## src/rtl/autosel_pkg.sv

```systemverilog
`default_nettype none
// ============================================================================
// Module      : autosel_pkg
// Description : Shared types and constants for the tt_autosel boot sequencer.
//               State encoding, START handshake window, magic field bounds.
// Revision    : 1.0 - initial release
// ============================================================================
package autosel_pkg;

    typedef enum logic [2:0] {
        POR     = 3'd0,
        START   = 3'd1,
        WAIT    = 3'd2,
        CHECK   = 3'd3,
        BACKOFF = 3'd4,
        PUBLISH = 3'd5,
        DONE    = 3'd6
    } state_t;

    // Cycles the reader gets to raise busy after a start request.
    localparam int START_SEEN_LIMIT = 8;

    // Location of the magic nibble inside the EEPROM word.
    localparam int MAGIC_HI = 15;
    localparam int MAGIC_LO = 12;

    function automatic int max_int(input int a, input int b);
        return (a > b) ? a : b;
    endfunction

endpackage
`default_nettype wire

```

## src/rtl/autosel_delay_cnt.sv

```systemverilog
`default_nettype none
// ============================================================================
// Module      : autosel_delay_cnt
// Description : Shared state timer. Counts cycles since the last clear and
//               flags when the current limit has been reached. The limit is
//               supplied per state by the sequencer.
// Ports       : clk, rst      - clock, async active-high reset
//               i_clear       - restart the count (state entry)
//               i_limit       - cycles to spend before o_expired
//               o_expired     - high on the last cycle of the window
// Revision    : 1.0 - initial release
// ============================================================================
module autosel_delay_cnt #(
    parameter int WIDTH = 8
) (
    input  logic             clk,
    input  logic             rst,
    input  logic             i_clear,
    input  logic [WIDTH-1:0] i_limit,
    output logic             o_expired
);

    logic [WIDTH-1:0] r_cnt;

    // Saturates instead of wrapping so a long-lived state never re-expires.
    always_ff @(posedge clk or posedge rst) begin
        if (rst) begin
            r_cnt <= '0;
        end else if (i_clear) begin
            r_cnt <= '0;
        end else if (r_cnt != {WIDTH{1'b1}}) begin
            r_cnt <= r_cnt + WIDTH'(1);
        end
    end

    // Expired on the cycle whose count is limit-1, i.e. after i_limit cycles.
    assign o_expired = ({1'b0, r_cnt} + (WIDTH + 1)'(1)) >= {1'b0, i_limit};

endmodule
`default_nettype wire

```

## src/rtl/autosel_boot_seq.sv

```systemverilog
`default_nettype none
// ============================================================================
// Module      : autosel_boot_seq
// Description : Boot-time sequencer for the i2c_eeprom word reader. Holds the
//               reader in reset after power-up, runs read attempts with
//               start/busy timeouts, retries with a reset backoff, validates
//               the magic nibble and publishes the project address over a
//               valid/ready handshake. Falls back to DEFAULT_ADDR on failure.
// Ports       : clk, rst               - clock, async active-high reset
//               o_ee_rst, o_ee_start   - reader reset (registered) and start
//               i_ee_busy, i_ee_error  - reader status (error sticky)
//               i_ee_data              - reader data word
//               i_rerun                - re-read request, honoured in DONE
//               o_sel_addr/valid, i_sel_ready - address handshake
//               o_done, o_fail, o_attempts    - sequence status
// Revision    : 1.0 - initial release
// ============================================================================
module autosel_boot_seq
    import autosel_pkg::*;
#(
    parameter int          POR_DELAY    = 1000,
    parameter int          RETRY_DELAY  = 5000,
    parameter int          MAX_ATTEMPTS = 3,
    parameter int          READ_TIMEOUT = 200000,
    parameter logic [3:0]  MAGIC        = 4'hA,
    parameter int          ADDR_WIDTH   = 10,
    parameter int          DEFAULT_ADDR = 0
) (
    input  logic                  clk,
    input  logic                  rst,
    output logic                  o_ee_rst,
    output logic                  o_ee_start,
    input  logic                  i_ee_busy,
    input  logic                  i_ee_error,
    input  logic [15:0]           i_ee_data,
    input  logic                  i_rerun,
    output logic [ADDR_WIDTH-1:0] o_sel_addr,
    output logic                  o_sel_valid,
    input  logic                  i_sel_ready,
    output logic                  o_done,
    output logic                  o_fail,
    output logic [1:0]            o_attempts
);

    // The reader needs at least two reset cycles to clear cleanly.
    localparam int c_backoff_cyc = max_int(RETRY_DELAY, 2);
    localparam int c_cnt_max     = max_int(max_int(POR_DELAY, c_backoff_cyc),
                                           max_int(READ_TIMEOUT, START_SEEN_LIMIT));
    localparam int c_cnt_w       = $clog2(c_cnt_max + 1);
    localparam int c_fail_w      = max_int(2, $clog2(MAX_ATTEMPTS + 1));
    localparam logic [ADDR_WIDTH-1:0] c_default_addr = ADDR_WIDTH'(DEFAULT_ADDR);

    state_t                r_state;
    state_t                w_next;
    logic [c_cnt_w-1:0]    w_limit;
    logic                  w_expired;
    logic                  w_clear;
    logic                  w_pass;
    logic                  w_attempt_fail;
    logic                  w_retry;
    logic                  w_magic_ok;
    logic [c_fail_w-1:0]   r_fail_cnt;
    logic [c_fail_w-1:0]   w_fail_inc;
    logic [1:0]            w_att_sat;
    logic [1:0]            r_attempts;
    logic                  r_ee_rst;
    logic                  r_fail;
    logic [ADDR_WIDTH-1:0] r_sel_addr;
    logic                  w_unused_data;

    assign w_unused_data = ^i_ee_data;
    assign w_magic_ok    = (i_ee_data[MAGIC_HI:MAGIC_LO] == MAGIC);
    assign w_fail_inc    = r_fail_cnt + c_fail_w'(1);
    assign w_att_sat     = (w_fail_inc > c_fail_w'(3)) ? 2'd3 : w_fail_inc[1:0];
    assign w_retry       = (w_fail_inc < c_fail_w'(MAX_ATTEMPTS));
    assign w_clear       = (w_next != r_state);

    always_comb begin
        w_limit = '0;
        case (r_state)
            POR:     w_limit = c_cnt_w'(POR_DELAY);
            START:   w_limit = c_cnt_w'(START_SEEN_LIMIT);
            WAIT:    w_limit = c_cnt_w'(READ_TIMEOUT);
            BACKOFF: w_limit = c_cnt_w'(c_backoff_cyc);
            default: w_limit = '0;
        endcase
    end

    autosel_delay_cnt #(
        .WIDTH (c_cnt_w)
    ) u_delay_cnt (
        .clk       (clk),
        .rst       (rst),
        .i_clear   (w_clear),
        .i_limit   (w_limit),
        .o_expired (w_expired)
    );

    always_ff @(posedge clk or posedge rst) begin
        if (rst) begin
            r_state <= POR;
        end else begin
            r_state <= w_next;
        end
    end

    always_comb begin
        w_next         = r_state;
        w_pass         = 1'b0;
        w_attempt_fail = 1'b0;
        o_ee_start     = 1'b0;
        o_sel_valid    = 1'b0;
        o_done         = 1'b0;
        case (r_state)
            POR: begin
                if (w_expired) w_next = START;
            end
            START: begin
                o_ee_start = 1'b1;
                // Busy already high from an aborted transfer counts as seen.
                if (i_ee_busy)      w_next = WAIT;
                else if (w_expired) w_attempt_fail = 1'b1;
            end
            WAIT: begin
                // Error is sticky, so it is judged once the read has ended.
                if (!i_ee_busy)     w_next = CHECK;
                else if (w_expired) w_attempt_fail = 1'b1;
            end
            CHECK: begin
                if (!i_ee_error && w_magic_ok) begin
                    w_pass = 1'b1;
                    w_next = PUBLISH;
                end else begin
                    w_attempt_fail = 1'b1;
                end
            end
            BACKOFF: begin
                if (w_expired) w_next = START;
            end
            PUBLISH: begin
                o_sel_valid = 1'b1;
                if (i_sel_ready) w_next = DONE;
            end
            DONE: begin
                o_done = 1'b1;
                if (i_rerun) w_next = BACKOFF;
            end
            default: w_next = POR;
        endcase
        if (w_attempt_fail) begin
            w_next = w_retry ? BACKOFF : PUBLISH;
        end
    end

    always_ff @(posedge clk or posedge rst) begin
        if (rst) begin
            r_ee_rst   <= 1'b1;
            r_sel_addr <= c_default_addr;
            r_fail     <= 1'b0;
            r_fail_cnt <= '0;
            r_attempts <= 2'd0;
        end else begin
            // Registered from the next state so reset tracks BACKOFF exactly.
            r_ee_rst <= (w_next == POR) || (w_next == BACKOFF);
            if (w_pass) begin
                r_sel_addr <= i_ee_data[ADDR_WIDTH-1:0];
                r_attempts <= w_att_sat;
            end
            if (w_attempt_fail) begin
                r_fail_cnt <= w_fail_inc;
                r_attempts <= w_att_sat;
                if (!w_retry) begin
                    r_sel_addr <= c_default_addr;
                    r_fail     <= 1'b1;
                end
            end
            if ((r_state == DONE) && i_rerun) begin
                r_fail     <= 1'b0;
                r_fail_cnt <= '0;
                r_attempts <= 2'd0;
            end
        end
    end

    assign o_ee_rst   = r_ee_rst;
    assign o_sel_addr = r_sel_addr;
    assign o_fail     = r_fail;
    assign o_attempts = r_attempts;

endmodule
`default_nettype wire
```

## config.mk

```make
export PLATFORM = sky130hd
export DESIGN_NAME = autosel_boot_seq
export DESIGN_NICKNAME = d
export VERILOG_FILES = /design/src/rtl/autosel_pkg.sv /design/src/rtl/autosel_delay_cnt.sv /design/src/rtl/autosel_boot_seq.sv
export SDC_FILE = /design/constraint.sdc
export NUM_CORES = 1
export LEC_CHECK = 0
export ABC_AREA = 1
export CAP_MARGIN = 20
export CORE_ASPECT_RATIO = 1.5
export CORE_MARGIN = 2
export CORE_UTILIZATION = 40
export CTS_CLUSTER_SIZE = 24
export DETAILED_ROUTE_END_ITERATION = 7
export DONT_BUFFER_PORTS = 1
export GPL_ROUTABILITY_DRIVEN = 0
export SLEW_MARGIN = 15
export SYNTH_ARGS = -nofsm -noshare
export SYNTH_HDL_FRONTEND = slang
export SYNTH_SLANG_ARGS = --single-unit
```

## constraint.sdc

```tcl
create_clock -name clk -period 3.9 [get_ports clk]
set_input_delay 0.585 -clock clk [delete_from_list [all_inputs] [get_ports clk]]
set_output_delay 0.585 -clock clk [all_outputs]
set_load 0.01 [all_outputs]
```

==> out/qor.txt, run 1 <==
GLOBAL ROUTE
--------------------------------------------------------------------------------------
Remaining Overflow, GRT                                                              0
GRT Overall Usage                                                                17.8%
Global-route wire length before repair                                       10,600 um
Number of antenna violations at the first check in global routing                    0
Largest net degree at the start of global routing                                   38
Via count of the first global-routing pass                                       2,350

WORST SETUP PATH
--------------------------------------------------------------------------------------
Start-to-end type of the worst setup path                                   reg -> reg
Max FO, Critical Path                                                               18
Cell at the slowest stage of the critical path                            sky130_fd_sc_hd__dfrtp_1
Worst reg-to-reg path cell count                                                    21
Register-to-register setup slack                                               0.50 ns
CP cell instances                                                         ha_1 > nand3_2 > nor2_1 > nand2_1 > xnor2_1 > ha_1 > nand2_1 > nor3_1 > nand2_1 > nor2_1 > nand2_1 > nor2_2 > nor2_4 > nand2_4 > nand2_2 > nand3_2 > nand2_1 > nand2_1 > nor2_4 > nand2_4 > nor2_1
CP Depth                                                                            21
Startpoint type of the worst setup path                                       register
Crit-path leading delay family                                            simple AND/OR/NAND/NOR gates
Reg2reg start                                                             u_delay_cnt.r_cnt[0]
Largest stage delay on the critical path                                       0.43 ns
Most Frequent Cell on Critical Path                                       sky130_fd_sc_hd__nand2_1
RR Endpoint                                                               u_delay_cnt.r_cnt[15]
Number of buffers and inverters on the critical path                                 0
Crit path capture type                                                        register
Worst Path Required                                                            4.07 ns
Data arrival time of the worst path                                            3.57 ns

LOGIC SYNTHESIS
--------------------------------------------------------------------------------------
Largest cells by area after synthesis                                     sky130_fd_sc_hd__dfrtp_1 (33%), sky130_fd_sc_hd__nand2_1 (12%), sky130_fd_sc_hd__inv_1 (8.0%), sky130_fd_sc_hd__nor2_4 (6.3%), sky130_fd_sc_hd__nor2_1 (6.0%)
Async set or reset register ratio after synthesis                                 100%
Register area share after synthesis                                              34.5%
Main combinational cell family by area after synthesis                    simple AND/OR/NAND/NOR gates
Nets in the synthesized netlist                                                    402
Adder-Cell Fraction of Synth Area                                                5.12%
Simple-gate portion of the synthesized area                                      41.0%
Cell variety after synth                                                            32
Top cell types by occurrence after synthesis                              sky130_fd_sc_hd__nand2_1 (85), sky130_fd_sc_hd__inv_1 (57), sky130_fd_sc_hd__nor2_1 (43), sky130_fd_sc_hd__dfrtp_1 (36), sky130_fd_sc_hd__nand3_1 (32)
Number of instances in the synthesized netlist                                     369
Multiplexer fraction of the synthesized cell area                                   0%
Average footprint of a synthesized cell                                      7.29 um^2
Biggest area consumer among synthesized cells                             sky130_fd_sc_hd__dfrtp_1
Most common flop cell mapped by yosys                                     sky130_fd_sc_hd__dfrtp_1
Most common cell in the synthesized netlist                               sky130_fd_sc_hd__nand2_1
Area fraction in compound gates after synthesis                                  5.95%
EDFF count, synth                                                                    0
Post-Synthesis Cell Area                                                     2690 um^2
XOR/XNOR Fraction of Synth Area                                                  3.58%
Number of flip-flops and latches in the synthesized netlist                         37
Fraction of synthesized cell area taken by the top area cell type                33.5%
Warnings from Yosys                                                                  0

POWER AND IR DROP
--------------------------------------------------------------------------------------
Total leakage power                                                            1.51 nW
PwrDens                                                                    368 nW/um^2
VDD IR-drop max                                                                 170 uV

CTS
--------------------------------------------------------------------------------------
H-Tree Level Count                                                                   2
Number of gates given a new drive strength after cts                                 0
Hold bufs inserted after CTS                                                         0
CTS buffer count                                                                     5
Clock slew at the register clock pins of the worst setup and hold paths        0.09 ns
Buffers inserted by post-CTS timing repair                                           0
Largest buffer count on any clock path                                               2
TritonCTS clock tree                                                               yes
Number of sinks on the clock net                                                    37
Root Driver                                                               sky130_fd_sc_hd__clkbuf_8
Insertion delay to the later sink of the worst-skew pair                       0.30 ns

ROUTE
--------------------------------------------------------------------------------------
Detail-routed net length per standard cell                                     13.2 um
Final antenna-violating net count                                                    0
Drt pass-1 iters                                                                     4
Overall via count from detail_route                                              2,276
DRC violation count after routing                                                    0
Total wire length after detailed routing                                       5950 um
Detailed router's first-iteration violation count                                   53
Via density per instance                                                          5.05

STA
--------------------------------------------------------------------------------------
Slew at the pin closest to its max-slew limit                                 0.621 ns
Post-layout min period                                                         3.40 ns
Setup Total Neg Slack                                                             0 ns
Setup slack after layout                                                      0.497 ns
RSZ-0062 raised after global routing                                             false
Number of setup violations in the final report                                       0
Max Fclk                                                                       294 MHz
Setup skew after layout                                                      0.0114 ns
Number of pins exceeding their max-slew limit in the final report                    0
Final hold vios                                                                      0
Worst hold-check slack                                                        0.278 ns
Final cycle utilization of the critical path                                     87.2%
Relative slew slack                                                              58.3%

FLOORPLAN
--------------------------------------------------------------------------------------
Cell Rows                                                                           36
Area of the core region                                                      6490 um^2
Starting utilization of the core area                                            41.5%
# IOs                                                                               39
Area enclosed by the die boundary                                            7410 um^2
DIE WIDTH                                                                      71.0 um
Die extent in y                                                                 104 um

FINISH
--------------------------------------------------------------------------------------
Post-synthesis to final-layout area growth                                       7.67%
Fraction of final layout cells with drive strength greater than 1                16.0%
Antenna diode instance count                                                         0
Final cell utilization of the core                                               44.7%
Nets@finish                                                                        407

MIN PATH
--------------------------------------------------------------------------------------
Type of the worst min-delay path                                           in -> async

PLACED DESIGN
--------------------------------------------------------------------------------------
HPWL reported at the end of detailed placement                                 4610 um
Pre-CTS setup slack                                                           0.488 ns
Buffers on Ports                                                                     0

RUN
--------------------------------------------------------------------------------------
Max-cap viol count                                                                   0

OUTCOME
--------------------------------------------------------------------------------------
Result of the run                                                            completed

-- state kept, by name, indices dropped and copies added (netlist names) --
signal             flops
r_state                3
u_delay_cnt.r_cnt     18
o_fail                 1
o_attempts             2
r_fail_cnt             2
o_ee_rst               1
o_sel_addr            10
-- layer usage --
layer	vias to the layer above	GRT usage, %	part of all wire, %
met5	-	0	0
met4	0	6.06	2.3
met3	11	3.39	3.9
met2	50	33.9	55
met1	1060	19.1	39
li1	1155	-	-
-- cell type report --
cell class                      instances  area (um^2)
Tap cell                               76         95.1
Fill cell                             692         3590
Inverter                               60          225
Multi-Input combinational cell        266         1500
Clock buffer                            5         68.8
Clock inverter                          3         46.3
Sequential cell                        37          927
Timing Repair Buffer                    4         30.0
-- cells by family (layout without fill, tap and decap cells) --
logic type	Yosys count	in the layout
compound gates	28	28
flops	37	37
buf+inv	66	72
simple gates	216	216
fa+ha+maj	11	11
xor+xnor	11	11
-- report_power, final --
part           switching [mW]  internal (mW)
Clock                   0.154          0.192
Combinational           0.146          0.113
Sequential             0.0463          0.415
-- worst reg2reg max path, delay by kind of cell, from the launching register on --
family                     cells  cell delay (ns)
xor gates and xnor gates       1             0.19
and+or+nand+nor               18             2.10
DFF                            1             0.43
adders and majority gates      2             0.54
-- cell usage in the layout (no fill, tap or decap) --
cell type,count
sky130_fd_sc_hd__inv_1,57
sky130_fd_sc_hd__a311oi_1,1
sky130_fd_sc_hd__nor2_4,15
sky130_fd_sc_hd__buf_4,4
sky130_fd_sc_hd__xnor2_1,7
sky130_fd_sc_hd__nor4_2,1
sky130_fd_sc_hd__a21oi_1,19
sky130_fd_sc_hd__clkbuf_8,5
sky130_fd_sc_hd__nand2_1,85
sky130_fd_sc_hd__clkinv_4,1
sky130_fd_sc_hd__a21o_1,1
sky130_fd_sc_hd__bufinv_16,1
sky130_fd_sc_hd__dfstp_2,1
sky130_fd_sc_hd__clkinvlp_4,1
sky130_fd_sc_hd__nand3b_1,2
sky130_fd_sc_hd__nand3_4,1
sky130_fd_sc_hd__xor2_1,4
sky130_fd_sc_hd__nor3_1,4
sky130_fd_sc_hd__o21bai_1,1
sky130_fd_sc_hd__a21oi_4,1
sky130_fd_sc_hd__or2_2,2
sky130_fd_sc_hd__nand3_2,5
sky130_fd_sc_hd__nand4_1,5
sky130_fd_sc_hd__nor2_1,43
sky130_fd_sc_hd__o21ai_0,5
sky130_fd_sc_hd__inv_2,2
sky130_fd_sc_hd__nand2_2,13
sky130_fd_sc_hd__dfrtp_1,36
sky130_fd_sc_hd__nor2_2,5
sky130_fd_sc_hd__ha_1,11
sky130_fd_sc_hd__and2_1,1
sky130_fd_sc_hd__nand2_4,2
sky130_fd_sc_hd__nand3_1,32
sky130_fd_sc_hd__clkinv_1,1
-- worst max-delay path by stage --
stage / startpoint / to / slack [ns]
final: u_delay_cnt.r_cnt[0] / u_delay_cnt.r_cnt[15] / 0.50
after global routing: u_delay_cnt.r_cnt[0] / u_delay_cnt.r_cnt[15] / 0.19
after CTS: u_delay_cnt.r_cnt[0] / u_delay_cnt.r_cnt[15] / 0.45
after detailed placement: u_delay_cnt.r_cnt[0] / u_delay_cnt.r_cnt[15] / 0.49
after global placement: u_delay_cnt.r_cnt[0] / u_delay_cnt.r_cnt[13] / 0.51
after floorplan: u_delay_cnt.r_cnt[0] / u_delay_cnt.r_cnt[0] / 0.88
-- stage by stage --
stage,instance area (um^2),cells,power (mW)
2_1_floorplan,2690,369,0.685
3_3_place_gp,2780,443,0.725
3_5_place_dp,2780,443,0.731
4_1_cts,2900,451,1.08
5_1_grt,2900,451,1.14
6_report,2900,451,1.07
Note: power is estimated with default switching activity, not from simulation.
==> run 2: changes to the inputs <==
--- a/config.mk
+++ b/config.mk
@@ -10,10 +10,13 @@
 export CORE_ASPECT_RATIO = 1.5
 export CORE_MARGIN = 2
 export CORE_UTILIZATION = 40
+export CTS_CLUSTER_DIAMETER = 30
 export CTS_CLUSTER_SIZE = 24
 export DETAILED_ROUTE_END_ITERATION = 7
 export DONT_BUFFER_PORTS = 1
 export GPL_ROUTABILITY_DRIVEN = 0
+export REMOVE_ABC_BUFFERS = 1
+export SKIP_LAST_GASP = 1
 export SLEW_MARGIN = 15
 export SYNTH_ARGS = -nofsm -noshare
 export SYNTH_HDL_FRONTEND = slang
==> run 2 against run 1 <==
Combinational power barely moved. Core utilization stayed put. Clock skew shrank 0.0038 ns. Worst setup slack got worse by 0.059 ns. Die area unchanged. Via count increased by 0.40%. Final area stayed put. Register-to-register slack got worse by 0.06 ns. Hold slack better by 0.0046 ns. Fmax down 1.7%. Largest power group unchanged. Highest routed layer unchanged.
==> out/qor.txt, run 2 (synthesis gave the netlist of run 1 again) <==
OUTCOME
--------------------------------------------------------------------------------------
Result of the run                                                            completed

WORST SETUP PATH
--------------------------------------------------------------------------------------
Data arrival time of the worst path                                            3.64 ns
Worst Path Required                                                            4.07 ns
Start-to-end type of the worst setup path                                   reg -> reg
Max FO, Critical Path                                                               18
Crit path capture type                                                        register
Startpoint type of the worst setup path                                       register

FLOORPLAN
--------------------------------------------------------------------------------------
Cell Rows                                                                           36
# IOs                                                                               39
Area of the core region                                                      6490 um^2
Starting utilization of the core area                                            41.5%
Die extent in y                                                                 104 um
Area enclosed by the die boundary                                            7410 um^2
DIE WIDTH                                                                      71.0 um

POWER AND IR DROP
--------------------------------------------------------------------------------------
Total leakage power                                                            1.51 nW
VDD IR-drop max                                                                 220 uV
PwrDens                                                                    368 nW/um^2
Switching power share of the total                                               32.6%
Share of total power in sequential cells                                         43.3%
Proportion of power drawn by combinational gates                                 24.1%
Internal                                                                      0.718 mW
Clock share of power                                                             32.6%
Sw Pwr                                                                        0.348 mW

FINISH
--------------------------------------------------------------------------------------
Fraction of final layout cells with drive strength greater than 1                16.0%
Non-filler instance count after layout                                             451
Commonest non-fill, non-tap cells in the layout                           sky130_fd_sc_hd__nand2_1 (85), sky130_fd_sc_hd__inv_1 (57), sky130_fd_sc_hd__nor2_1 (43)
Antenna diode instance count                                                         0
Count of filler cells inserted in the layout                                       677
Fin area                                                                     2900 um^2
Nets@finish                                                                        407
Most common cell after layout, fill and taps aside                        sky130_fd_sc_hd__nand2_1
Flip-flop count of the largest register after layout                                18
Post-synthesis to final-layout area growth                                       7.67%
Largest register by flop count                                            u_delay_cnt.r_cnt

CTS
--------------------------------------------------------------------------------------
H-Tree Level Count                                                                   2
Number of gates given a new drive strength after cts                                 0
CTS buffer count                                                                     5
Insertion delay to the later sink of the worst-skew pair                       0.30 ns
Buffers inserted by post-CTS timing repair                                           0
TritonCTS clock tree                                                               yes
Root Driver                                                               sky130_fd_sc_hd__clkbuf_8
Clock slew at the register clock pins of the worst setup and hold paths        0.08 ns
Largest buffer count on any clock path                                               2
Number of sinks on the clock net                                                    37
Hold bufs inserted after CTS                                                         0

GLOBAL ROUTE
--------------------------------------------------------------------------------------
Largest net degree at the start of global routing                                   38
GRT Overall Usage                                                                17.8%
Remaining Overflow, GRT                                                              0
Number of antenna violations at the first check in global routing                    0
Via count of the first global-routing pass                                       2,350
Global-route wire length before repair                                       10,500 um

STA
--------------------------------------------------------------------------------------
Worst hold-check slack                                                        0.283 ns
Slew at the pin closest to its max-slew limit                                 0.624 ns
Final cycle utilization of the critical path                                     88.8%
Number of setup violations in the final report                                       0
Number of pins exceeding their max-slew limit in the final report                    0
Setup skew after layout                                                     0.00757 ns
RSZ-0062 raised after global routing                                             false
Relative slew slack                                                              58.1%
Setup Total Neg Slack                                                             0 ns
Setup slack after layout                                                      0.438 ns
Final hold vios                                                                      0
Post-layout min period                                                         3.46 ns
Max Fclk                                                                       289 MHz

ROUTE
--------------------------------------------------------------------------------------
Total wire length after detailed routing                                       6010 um
Via density per instance                                                          5.07
Detail-routed net length per standard cell                                     13.3 um
Drt pass-1 iters                                                                     4
Final antenna-violating net count                                                    0
DRC violation count after routing                                                    0
Overall via count from detail_route                                              2,285
Detailed router's first-iteration violation count                                  121

PLACED DESIGN
--------------------------------------------------------------------------------------
Buffers on Ports                                                                     0
Pre-CTS setup slack                                                           0.419 ns
HPWL reported at the end of detailed placement                                 4590 um
Placed Cells                                                                       443
Instance area after placement                                                2780 um^2

RUN
--------------------------------------------------------------------------------------
Max-cap viol count                                                                   0

MIN PATH
--------------------------------------------------------------------------------------
Type of the worst min-delay path                                           in -> async

-- run 2: cell counts in the layout (fill, tap and decap cells not counted) --
Identical to the previous run, type by type.
-- run 2: metrics by stage --
step	utilization, %	total power [mW]
3_3_place_gp	42.9	0.726
5_1_grt	44.7	1.14
6_report	44.7	1.07
2_1_floorplan	-	0.679
4_1_cts	44.7	1.08
3_5_place_dp	42.9	0.728
-- run 2: worst max-delay path, cell delays in order (launching register included) --
cell	delay (ns)
sky130_fd_sc_hd__dfrtp_1	0.43
sky130_fd_sc_hd__ha_1	0.21
sky130_fd_sc_hd__nand3_2	0.13
sky130_fd_sc_hd__nor2_1	0.24
sky130_fd_sc_hd__nand2_1	0.16
sky130_fd_sc_hd__xnor2_1	0.20
sky130_fd_sc_hd__ha_1	0.32
sky130_fd_sc_hd__nand2_1	0.10
sky130_fd_sc_hd__nor3_1	0.17
sky130_fd_sc_hd__nand2_1	0.09
sky130_fd_sc_hd__nor2_1	0.12
sky130_fd_sc_hd__nand2_1	0.09
sky130_fd_sc_hd__nor2_2	0.13
sky130_fd_sc_hd__nor2_4	0.05
sky130_fd_sc_hd__nand2_4	0.09
sky130_fd_sc_hd__nand2_2	0.07
sky130_fd_sc_hd__nand2_2	0.10
sky130_fd_sc_hd__nand2_2	0.08
sky130_fd_sc_hd__nand3_2	0.08
sky130_fd_sc_hd__nand2_2	0.07
sky130_fd_sc_hd__nand2_4	0.32
sky130_fd_sc_hd__nor2_1	0.08
-- run 2: cell type report --
type,count,area [um^2],share of cell area (%)
Inverter,60,225,7.78
Clock buffer,5,68.8,2.38
Multi-Input combinational cell,266,1500,51.9
Tap cell,76,95.1,3.28
Clock inverter,3,46.3,1.60
Sequential cell,37,927,32.0
Timing Repair Buffer,4,30.0,1.04
-- run 2: path summary, 6_finish.rpt --
check                                   endpoint                 start  depth (start not counted)  slack (ns)
max                        u_delay_cnt.r_cnt[15]  u_delay_cnt.r_cnt[0]                         21        0.44
min                                o_attempts[0]                   rst                          2        0.28
max reg2reg                u_delay_cnt.r_cnt[15]  u_delay_cnt.r_cnt[0]                         21        0.44
min reg2reg                        r_fail_cnt[0]         r_fail_cnt[0]                          2        0.50
max in group asynchronous               o_ee_rst                   rst                          2        3.26
min in group clk                   o_sel_addr[0]          i_ee_data[0]                          2        0.43
-- run 2: metal layers --
metal / vias to the layer above / share of wire (%) / global-route usage (%)
met1: 1064 / 38 / 18.6
met5: - / 0 / 0
met4: 0 / 2.5 / 7.55
met2: 53 / 55 / 33.6
li1: 1156 / - / -
met3: 12 / 4.4 / 3.59
-- run 2: power groups by stage --
stage          registers (mW)  logic, mW  clock network (mW)
6_report                0.462      0.257               0.348
5_1_grt                 0.467      0.294               0.375
4_1_cts                 0.462      0.262               0.360
3_5_place_dp            0.469      0.260                   0
3_3_place_gp            0.469      0.257                   0
2_1_floorplan           0.461      0.218                   0
==> run 3: changes to the inputs <==
--- a/config.mk
+++ b/config.mk
@@ -11,7 +11,7 @@
 export CORE_MARGIN = 2
 export CORE_UTILIZATION = 40
 export CTS_CLUSTER_DIAMETER = 30
-export CTS_CLUSTER_SIZE = 24
+export CTS_CLUSTER_SIZE = 20
 export DETAILED_ROUTE_END_ITERATION = 7
 export DONT_BUFFER_PORTS = 1
 export GPL_ROUTABILITY_DRIVEN = 0
==> results of run 3 <==
The final DEF is identical to that of run 2; final timing and power are the same.
